==> config.mk <==
export PLATFORM = sky130hd
export DESIGN_NAME = solar_wb_regs_flat
export DESIGN_NICKNAME = d
export VERILOG_FILES = /design/src/rtl/solar_wb_regs_if.sv /design/src/rtl/solar_wb_regs.sv /design/src/flat_wrapper.sv
export SDC_FILE = /design/constraint.sdc
export NUM_CORES = 1
export LEC_CHECK = 0
export CORE_MARGIN = 1.5
export CORE_UTILIZATION = 44
export DETAILED_ROUTE_END_ITERATION = 10
export GPL_TIMING_DRIVEN = 0
export PLACE_DENSITY = 0.77
export SLEW_MARGIN = 5
export SYNTH_ARGS = -nofsm -noshare
export SYNTH_HDL_FRONTEND = slang
export SYNTH_SLANG_ARGS = --single-unit
==> constraint.sdc <==
create_clock -name wb_clk_i -period 2.3 [get_ports wb_clk_i]
set_input_delay 0.46 -clock wb_clk_i [delete_from_list [all_inputs] [get_ports wb_clk_i]]
set_output_delay 0.46 -clock wb_clk_i [all_outputs]
set_load 0.05 [all_outputs]
==> src/rtl/solar_wb_regs_if.sv <==
// Wishbone classic bus bundle between the management SoC (master) and the
// solar monitor register block (slave). Signal names follow the Caravel
// wbs_* naming as seen from the slave.
interface solar_wb_regs_if;
    logic        wbs_cyc_i;
    logic        wbs_stb_i;
    logic        wbs_we_i;
    logic [3:0]  wbs_sel_i;
    logic [31:0] wbs_adr_i;
    logic [31:0] wbs_dat_i;
    logic        wbs_ack_o;
    logic [31:0] wbs_dat_o;

    modport master (
        output wbs_cyc_i, wbs_stb_i, wbs_we_i, wbs_sel_i, wbs_adr_i, wbs_dat_i,
        input  wbs_ack_o, wbs_dat_o
    );

    modport slave (
        input  wbs_cyc_i, wbs_stb_i, wbs_we_i, wbs_sel_i, wbs_adr_i, wbs_dat_i,
        output wbs_ack_o, wbs_dat_o
    );
endinterface

==> src/rtl/solar_wb_regs.sv <==
// Wishbone classic register window for the solar panel monitor.
// Holds control/threshold registers, a periodic sample timer that snapshots
// the 24-bit sensor bus, an undervoltage compare with a saturating fault
// counter, and a sticky maskable level interrupt.
//
// Handshake: a request is cyc & stb & window match. ack is a registered
// one-cycle pulse on the edge after the request; the initiator holds stb
// until it sees ack. Writes commit and read data is captured on that same
// edge; dat_o is zero whenever ack is low.
module solar_wb_regs #(
    parameter logic [31:0] BASE_ADDR  = 32'h3000_0000,
    parameter logic [31:0] ID_VALUE   = 32'h534C_5231,
    parameter logic [15:0] PERIOD_RST = 16'd1000
) (
    input  logic              wb_clk_i,
    input  logic              wb_rst_i,
    solar_wb_regs_if.slave    wbs,
    input  logic [23:0]       sensor_i,
    output logic              irq_o
);

    localparam logic [5:0] IDX_ID     = 6'd0;
    localparam logic [5:0] IDX_CTRL   = 6'd1;
    localparam logic [5:0] IDX_SAMPLE = 6'd2;
    localparam logic [5:0] IDX_THRESH = 6'd3;
    localparam logic [5:0] IDX_STATUS = 6'd4;

    logic        ack_q, ack_d;
    logic [31:0] dat_q, dat_d;
    logic        irq_q, irq_d;
    logic        en_q, en_d;
    logic        irq_en_q, irq_en_d;
    logic [15:0] period_q, period_d;
    logic [11:0] thresh_q, thresh_d;
    logic [23:0] sample_q, sample_d;
    logic        valid_q, valid_d;
    logic        under_q, under_d;
    logic [15:0] under_cnt_q, under_cnt_d;
    logic [15:0] timer_q, timer_d;

    logic        hit;
    logic        access;
    logic        wr;
    logic [5:0]  reg_idx;
    logic [31:0] rdata;
    logic        tick;
    logic        under_hit;
    logic        clr_valid, clr_under, clr_cnt;

    // Bits of the bus that no register uses; kept to document that they are ignored.
    logic        unused_bits;
    assign unused_bits = ^{wbs.wbs_adr_i[1:0], wbs.wbs_dat_i[15:12]};

    assign hit       = wbs.wbs_cyc_i & wbs.wbs_stb_i &
                       (wbs.wbs_adr_i[31:8] == BASE_ADDR[31:8]);
    assign access    = hit & ~ack_q;
    assign wr        = access & wbs.wbs_we_i;
    assign reg_idx   = wbs.wbs_adr_i[7:2];
    assign tick      = en_q & (timer_q == 16'd0);
    assign under_hit = tick & (sensor_i[11:0] < thresh_q);

    assign clr_valid = wr & (reg_idx == IDX_STATUS) & wbs.wbs_sel_i[0] & wbs.wbs_dat_i[0];
    assign clr_under = wr & (reg_idx == IDX_STATUS) & wbs.wbs_sel_i[0] & wbs.wbs_dat_i[1];
    assign clr_cnt   = wr & (reg_idx == IDX_STATUS) & wbs.wbs_sel_i[0] & wbs.wbs_dat_i[2];

    // Read mux over the register values as they stand before the ack edge.
    always_comb begin
        rdata = 32'h0;
        case (reg_idx)
            IDX_ID:     rdata = ID_VALUE;
            IDX_CTRL:   rdata = {period_q, 14'h0, irq_en_q, en_q};
            IDX_SAMPLE: rdata = {8'h0, sample_q};
            IDX_THRESH: rdata = {20'h0, thresh_q};
            IDX_STATUS: rdata = {under_cnt_q, 14'h0, under_q, valid_q};
            default:    rdata = 32'h0;
        endcase
    end

    // Next-state for bus response, writable registers, timer and status.
    always_comb begin
        ack_d       = access;
        dat_d       = (access & ~wbs.wbs_we_i) ? rdata : 32'h0;
        en_d        = en_q;
        irq_en_d    = irq_en_q;
        period_d    = period_q;
        thresh_d    = thresh_q;
        sample_d    = sample_q;
        valid_d     = valid_q;
        under_d     = under_q;
        under_cnt_d = under_cnt_q;
        timer_d     = timer_q;

        if (wr && reg_idx == IDX_CTRL) begin
            if (wbs.wbs_sel_i[0]) begin
                en_d     = wbs.wbs_dat_i[0];
                irq_en_d = wbs.wbs_dat_i[1];
            end
            if (wbs.wbs_sel_i[2]) period_d[7:0]  = wbs.wbs_dat_i[23:16];
            if (wbs.wbs_sel_i[3]) period_d[15:8] = wbs.wbs_dat_i[31:24];
        end
        if (wr && reg_idx == IDX_THRESH) begin
            if (wbs.wbs_sel_i[0]) thresh_d[7:0]  = wbs.wbs_dat_i[7:0];
            if (wbs.wbs_sel_i[1]) thresh_d[11:8] = wbs.wbs_dat_i[11:8];
        end

        // A stopped timer tracks the incoming period so that the first tick
        // lands period+1 cycles after the edge that sets en.
        if (!en_q)        timer_d = period_d;
        else if (tick)    timer_d = period_q;
        else              timer_d = timer_q - 16'd1;

        // A tick setting a status bit wins over a same-edge clear of that bit.
        if (tick)           valid_d = 1'b1;
        else if (clr_valid) valid_d = 1'b0;

        if (under_hit)      under_d = 1'b1;
        else if (clr_under) under_d = 1'b0;

        if (under_hit) begin
            if (under_cnt_q != 16'hFFFF) under_cnt_d = under_cnt_q + 16'd1;
        end else if (clr_cnt) begin
            under_cnt_d = 16'h0;
        end

        if (tick) sample_d = sensor_i;
    end

    assign irq_d = irq_en_q & under_q;

    // State registers with synchronous reset; reset also drops any pending request.
    always_ff @(posedge wb_clk_i) begin
        if (wb_rst_i) begin
            ack_q       <= 1'b0;
            dat_q       <= 32'h0;
            irq_q       <= 1'b0;
            en_q        <= 1'b0;
            irq_en_q    <= 1'b0;
            period_q    <= PERIOD_RST;
            thresh_q    <= 12'h0;
            sample_q    <= 24'h0;
            valid_q     <= 1'b0;
            under_q     <= 1'b0;
            under_cnt_q <= 16'h0;
            timer_q     <= PERIOD_RST;
        end else begin
            ack_q       <= ack_d;
            dat_q       <= dat_d;
            irq_q       <= irq_d;
            en_q        <= en_d;
            irq_en_q    <= irq_en_d;
            period_q    <= period_d;
            thresh_q    <= thresh_d;
            sample_q    <= sample_d;
            valid_q     <= valid_d;
            under_q     <= under_d;
            under_cnt_q <= under_cnt_d;
            timer_q     <= timer_d;
        end
    end

    assign wbs.wbs_ack_o = ack_q;
    assign wbs.wbs_dat_o = dat_q;
    assign irq_o         = irq_q;

endmodule

==> src/flat_wrapper.sv <==
// flat-port wrapper written by rule: the top's interface ports become plain ports
module solar_wb_regs_flat 
#(
    parameter logic [31:0] BASE_ADDR  = 32'h3000_0000,
    parameter logic [31:0] ID_VALUE   = 32'h534C_5231,
    parameter logic [15:0] PERIOD_RST = 16'd1000
)
  (wb_clk_i, wb_rst_i, sensor_i, irq_o, wbs_wbs_cyc_i, wbs_wbs_stb_i, wbs_wbs_we_i, wbs_wbs_sel_i, wbs_wbs_adr_i, wbs_wbs_dat_i, wbs_wbs_ack_o, wbs_wbs_dat_o);
  solar_wb_regs_if wbs_i ();
  input  logic wb_clk_i;
  input  logic wb_rst_i;
  input  logic [23:0] sensor_i;
  output logic irq_o;
  input wire logic [$bits(wbs_i.wbs_cyc_i)-1:0] wbs_wbs_cyc_i;
  input wire logic [$bits(wbs_i.wbs_stb_i)-1:0] wbs_wbs_stb_i;
  input wire logic [$bits(wbs_i.wbs_we_i)-1:0] wbs_wbs_we_i;
  input wire logic [$bits(wbs_i.wbs_sel_i)-1:0] wbs_wbs_sel_i;
  input wire logic [$bits(wbs_i.wbs_adr_i)-1:0] wbs_wbs_adr_i;
  input wire logic [$bits(wbs_i.wbs_dat_i)-1:0] wbs_wbs_dat_i;
  output wire logic [$bits(wbs_i.wbs_ack_o)-1:0] wbs_wbs_ack_o;
  output wire logic [$bits(wbs_i.wbs_dat_o)-1:0] wbs_wbs_dat_o;
  assign wbs_i.wbs_cyc_i = wbs_wbs_cyc_i;
  assign wbs_i.wbs_stb_i = wbs_wbs_stb_i;
  assign wbs_i.wbs_we_i = wbs_wbs_we_i;
  assign wbs_i.wbs_sel_i = wbs_wbs_sel_i;
  assign wbs_i.wbs_adr_i = wbs_wbs_adr_i;
  assign wbs_i.wbs_dat_i = wbs_wbs_dat_i;
  assign wbs_wbs_ack_o = wbs_i.wbs_ack_o;
  assign wbs_wbs_dat_o = wbs_i.wbs_dat_o;
  solar_wb_regs #(.BASE_ADDR(BASE_ADDR), .ID_VALUE(ID_VALUE), .PERIOD_RST(PERIOD_RST)) u_core (.wb_clk_i(wb_clk_i), .wb_rst_i(wb_rst_i), .wbs(wbs_i), .sensor_i(sensor_i), .irq_o(irq_o));
endmodule
==> results of run 1 <==
## registers in the layout (all words and copies together) (netlist names), 12 cells and up
| signal | cells |
|---|---|
| u_core.sample_q | 24 |
| u_core.thresh_q | 12 |
| u_core.wbs.wbs_dat_o | 32 |
| u_core.period_q | 16 |
| u_core.timer_q | 16 |
| u_core.under_cnt_q | 16 |
## layer usage
layer | vias up | wire length [um]
li1 | 2646 | -
met1 | 2749 | 7690
met2 | 283 | 9170
met3 | 62 | 1330
met4 | 0 | 709
met5 | - | 0
## worst min-delay path: stages
cell and delay (ns):
dlymetal6s2s_1 0.14, nand2_1 0.06, a21oi_1 0.06
## report_power, final
part,switching [mW],internal (mW)
logic,0.111,0.162
clock network,0.951,1.71
registers,0.000000000301,2.11
## final cells by class
| type | count | area, sq um |
|---|---|---|
| clock inverter | 6 | 86.3 |
| clock buffer | 26 | 499 |
| multi-input combinational | 452 | 3090 |
| inverter | 19 | 71.3 |
| sequential | 122 | 2440 |
| tap | 168 | 210 |
| buffer | 37 | 224 |
| fill | 935 | 3940 |
| timing repair buffer | 151 | 1500 |
## stage by stage
stage	hold WS, ns	power, mW	setup TNS (ns)
detailed placement	0.446	2.41	-87.78
global route	0.378	5.17	-2.01
finish	0.348	5.04	-0.843
CTS	0.453	5.04	-0.400
global placement	0.433	2.40	-82.34
floorplan	0.427	2.21	-0.0103
## worst max-delay path by stage
stage	to	slack, ns	startpoint	cells after the start
floorplan	u_core.timer_q[9]	-0.005	u_core.timer_q[11]	7
global placement	u_core.timer_q[10]	-1.29	wbs_wbs_adr_i[8]	7
detailed placement	u_core.timer_q[12]	-1.34	wbs_wbs_adr_i[8]	7
CTS	u_core.timer_q[9]	-0.08	u_core.timer_q[11]	7
global route	u_core.timer_q[9]	-0.18	u_core.timer_q[11]	7
finish	u_core.timer_q[9]	-0.11	u_core.timer_q[11]	7
## placed cells by master (no fill, tap or decap), types with 4 or more instances in the layout
cell type / n
nand2b_1: 4
ha_1: 12
nand4_1: 9
and3_1: 8
nor4_1: 4
mux2i_1: 29
nor2_1: 52
a211oi_2: 6
dfxtp_1: 121
buf_6: 15
nand2_1: 90
o211ai_1: 13
a31oi_1: 7
a21oi_1: 49
or3_1: 4
clkbuf_1: 21
nor3_1: 6
clkbuf_16: 17
nand3_1: 13
o22ai_1: 6
clkbuf_8: 4
xnor2_1: 5
a222oi_1: 6
buf_4: 18
o21ai_0: 8
clkdlybuf4s50_1: 119
a22oi_1: 23
dlymetal6s2s_1: 5
o21a_1: 4
o21ai_1: 8
clkbuf_2: 8
nor4_2: 5
nor3_2: 9
inv_1: 19
## logic make-up (layout without fill, tap and decap cells)
kind of cell / count (synthesis) / count (layout)
adder cells (fa/ha/maj): 14 / 14
buffers and inverters: 61 / 239
AND/OR/NAND/NOR: 245 / 245
flip-flops: 122 / 122
AO/OA/AOI/OAI: 155 / 155
XOR/XNOR: 6 / 6
multiplexers: 32 / 32
## what timing repair did
item                                    in CTS  in global routing
setup buffers                               22                  4
hold endpoints to repair                     0                  0
cloned                                       1                  0
gates resized for setup                     51                 60
endpoints found under the setup margin     114                103
pin swaps                                   19                 24
==> flow_summary.yaml, run 1 <==
clocking:
  cts_root_buf: "clkbuf_16"
  clock_sinks: 122
  clkTransAtPathRegs_ns: 0.06
  clock_latency_ns: 0.43
  hold_buffers: 0
  tritoncts: "done"
  htree_num_levels: 4
  numCtsBuffers: 17
  clockBufferDepth: 2
worst_hold_path:
  hold_end: "u_core.sample_q[8]"
  hp-start: "sensor_i[8]"
  hold_depth: 3
  hold_class: "primary input to flop"
drt:
  route.detailed.drc: 0
  vias_per_cell: 5.85
  routed_wl_um: 18900
  wire_per_inst_um: 19.3
  drtIter0Drc: 555
  first_pass_iters: 6
  drt.antenna.violating_nets: 0
  vias: 5740
yosys:
  ys_seq_area_frac: 0.448
  synth_top_cell_area_share: 0.448
  synth_compound_area_frac: 0.187
  synth_seq_cells: 122
  syn_inst: 635
  muxShareOfSynthArea: 0.0587
  synth_common_cells: "122 x dfxtp_1, 92 x nand2_1, 52 x a21oi_1, 52 x nor2_1, 32 x mux2i_1"
  syn_nets: 746
  synth_area_leaders: "dfxtp_1 45%, nand2_1 6.3%, mux2i_1 5.9%"
  synthAdderAreaFrac: 0.0321
  async_reset_ff_frac: 0
  yosys_warnings: 0
  ys.flop_type: "dfxtp_1"
  ys_types: 56
  syn_avg_cell_area_sq_um: 8.59
  synth-xor-area-share: 0.00964
  synth.most_common_cell: "dfxtp_1"
  synthDominantAreaCellType: "dfxtp_1"
  yosys.area_share.simple: 0.219
  syn_area_sq_mm: 0.00545
  synth_edf_count: 0
  synth_top_family_by_area: "simple AND/OR/NAND/NOR gates"
timing:
  rsz0062_at_grt: "true"
  finalSetupViolCount: 17
  hold_viol_final: 0
  fin_skew_ns: 0.00854
  post-route-min-period_ns: 2.41
  setup_slack_ns: -0.110
  period_share: 1.05
  fmax_ghz: 0.415
  slew_headroom: 0.529
  worstMarginPinSlew_ns: 0.707
  report.final.slew_viol_count: 0
grt:
  grt.busiest_layer: "met2"
  use_met3: 0.0609
  grt.total_usage: 0.286
  overflow: 0
  grt_pass1_vias: 5523
  grt_util_met2: 0.474
  grt_max_degree: 17
  grt_pass1_wl_um: 28300
  met1_usage: 0.347
  antenna_found_initial: 0
placed_design:
  place.detailed.hpwl_um: 12900
  port_buffers: 124
  gp_congestion: 0.929
  placed_area_sq_mm: 0.00693
  placed_cells: 927
  post-place-ws_ns: -1.34
critical_path:
  reg2reg_depth: 7
  slowest_stage: "or4_4"
  path_cells: "or3_4 -> or4_4 -> buf_6 -> or4_4 -> buf_8 -> o211ai_1 -> o211ai_1"
  critical_path_class: "flop to flop"
  startpoint_type: "flop"
  critPathRequiredTime_ns: 2.59
  crit_fanout: 10
  endpoint_kind: "flop"
  worstPathArrival_ns: 2.70
  rrSetupSlack_ns: -0.11
  cp_slowest_stage_delay_ns: 0.48
  r2r-start: "u_core.timer_q[11]"
  r2r_end: "u_core.timer_q[9]"
  crit_buf_inv: 2
  critPathTopFamily: "simple AND/OR/NAND/NOR gates"
outcome:
  violations: "negative setup slack"
  status: "finished with violations"
layout:
  nNetsFinal: 911
  fin_util: 0.674
  final_cells: 981
  n_antenna_cell: 0
  area_growth_pct: 49.0
  postLayoutCellArea_sq_mm: 0.00813
  drive_above_1_share: 0.160
floorplanning:
  die_w_um: 114
  initial_utilization: 0.452
  core_sq_mm: 0.0121
  ios: 131
  row_count: 40
  die_h_um: 114
  die_area_sq_mm: 0.0131
pwr:
  vdd_ir_drop_max_mv: 0.437
  powerDensity_mw_per_mm2: 621
  leakagePower_nw: 2.81
job:
  cap_violations: 0
Note: power is estimated with default switching activity, not from simulation.
==> inputs of run 2 (changes only) <==
- GPL_ROUTABILITY_DRIVEN: default -> 0
==> flow_summary.yaml, run 2 (synthesis gave the netlist of run 1 again) <==
outcome:
  status: "finished with violations"
  violations: "negative setup slack"
critical_path:
  startpoint_type: "flop"
  critPathRequiredTime_ns: 2.57
  reg2reg_depth: 6
  endpoint_kind: "flop"
  worstPathArrival_ns: 2.68
  path_cells: "or3_4 -> or4_4 -> or4_4 -> buf_8 -> o221ai_2 -> o211ai_1"
  crit_buf_inv: 1
  crit_fanout: 8
  cp_slowest_stage_delay_ns: 0.59
  critical_path_class: "flop to flop"
  slowest_stage: "or4_4"
  rrSetupSlack_ns: -0.11
  cp.depth: 6
  critPathTopFamily: "simple AND/OR/NAND/NOR gates"
  crit_top_cell: "or4_4"
timing:
  post-route-min-period_ns: 2.41
  hold_viol_final: 0
  worst_hold_slack_ns: 0.377
  period_share: 1.05
  report.final.slew_viol_count: 0
  slew_headroom: 0.521
  rsz0062_at_grt: "true"
  fin_skew_ns: 0.00729
  setup_slack_ns: -0.110
  worstMarginPinSlew_ns: 0.719
  finalSetupViolCount: 14
  fmax_ghz: 0.415
grt:
  overflow: 0
  antenna_found_initial: 0
  grt.total_usage: 0.279
  grt_pass1_wl_um: 27800
  grt_max_degree: 17
  grt_pass1_vias: 5542
layout:
  area_growth_pct: 49.2
  postLayoutCellArea_sq_mm: 0.00814
  drive_above_1_share: 0.157
  fin_util: 0.674
  nFillCells: 910
  seqCellArea_sq_mm: 0.00244
  nNetsFinal: 903
  n_antenna_cell: 0
  final_cell_mix: "120 x dfxtp_1, 112 x clkdlybuf4s50_1, 91 x nand2_1, 51 x nor2_1, 47 x a21oi_1"
  final_common_cell: "dfxtp_1"
  multi_input_area_sq_mm: 0.00306
  largest_reg_flops: 32
drt:
  drtIter0Drc: 715
  drt.antenna.violating_nets: 0
  vias_per_cell: 6.01
  vias: 5843
  routed_wl_um: 18700
  route.detailed.drc: 0
  first_pass_iters: 8
  wire_per_inst_um: 19.2
pwr:
  powerDensity_mw_per_mm2: 640
  p_total_mw: 5.21
  vdd_ir_drop_max_mv: 0.495
  leakagePower_nw: 2.88
placed_design:
  placed_area_sq_mm: 0.00693
  port_buffers: 124
  place.detailed.hpwl_um: 12700
clocking:
  clockBufferDepth: 2
  clock_sinks: 122
  clock_latency_ns: 0.43
  tritoncts: "done"
  clkTransAtPathRegs_ns: 0.06
  numCtsBuffers: 17
  htree_num_levels: 4
  cts_root_buf: "clkbuf_16"
worst_hold_path:
  hold_class: "primary input to flop"
  hold_depth: 3
floorplanning:
  die_area_sq_mm: 0.0131
  ios: 131
  die_h_um: 114
  row_count: 40
  initial_utilization: 0.452
  die_w_um: 114
  core_sq_mm: 0.0121
job:
  cap_violations: 0
-- run 2: stage by stage --
stage          instances  setup WS [ns]  setup TNS [ns]
2_1_floorplan        635       -0.00507         -0.0103
3_3_place_gp         927          -1.28          -81.28
3_5_place_dp         927          -1.33          -84.97
4_1_cts              970        -0.0338         -0.0592
5_1_grt              973         -0.192           -2.25
6_report             973         -0.110          -0.516
-- run 2: worst paths after layout --
| path | start | endpoint |
|---|---|---|
| worst max register to register | u_core.timer_q[11] | u_core.timer_q[8] |
| worst min-delay path | sensor_i[10] | u_core.sample_q[10] |
| worst max-delay path | u_core.timer_q[11] | u_core.timer_q[8] |
| worst min register to register | u_core.sample_q[13] | u_core.sample_q[13] |
-- run 2: area by class of cell --
| class | instances | area share |
|---|---|---|
| multi-input combinational | 452 | 0.377 |
| inverter | 19 | 0.00877 |
| clock inverter | 15 | 0.0245 |
| tap | 168 | 0.0258 |
| timing repair buffer | 143 | 0.181 |
| clock buffer | 17 | 0.0523 |
| sequential | 122 | 0.301 |
| buffer | 37 | 0.0300 |
-- run 2: per-layer routing --
metal / vias to the layer above / wire length, um / track usage
met3: 61 / 1600 / 0.0746
met1: 2827 / 7220 / 0.337
met4: 0 / 629 / 0.115
li1: 2634 / - / -
met2: 321 / 9250 / 0.470
met5: - / 0 / 0
-- run 2: timing repair --
item,4_1_cts,5_1_grt
pin swaps,17,30
gates resized for setup,35,79
buffers inserted,11,6
hold buffers,0,0
gates cloned,1,1
setup endpoints to repair,113,100
-- run 2: worst register-to-register path, cell delays in order (launching register included) --
cell      delay, ns
dfxtp_2        0.32
or3_4          0.39
or4_4          0.48
or4_4          0.60
buf_8          0.18
o221ai_2       0.16
o211ai_1       0.14
-- run 2: report_power, final --
part	total, mW	internal, mW	switching [mW]
Combinational	0.267	0.158	0.108
Clock	2.83	1.81	1.02
Sequential	2.11	2.11	0.000000000432
Total	5.21	4.08	1.12
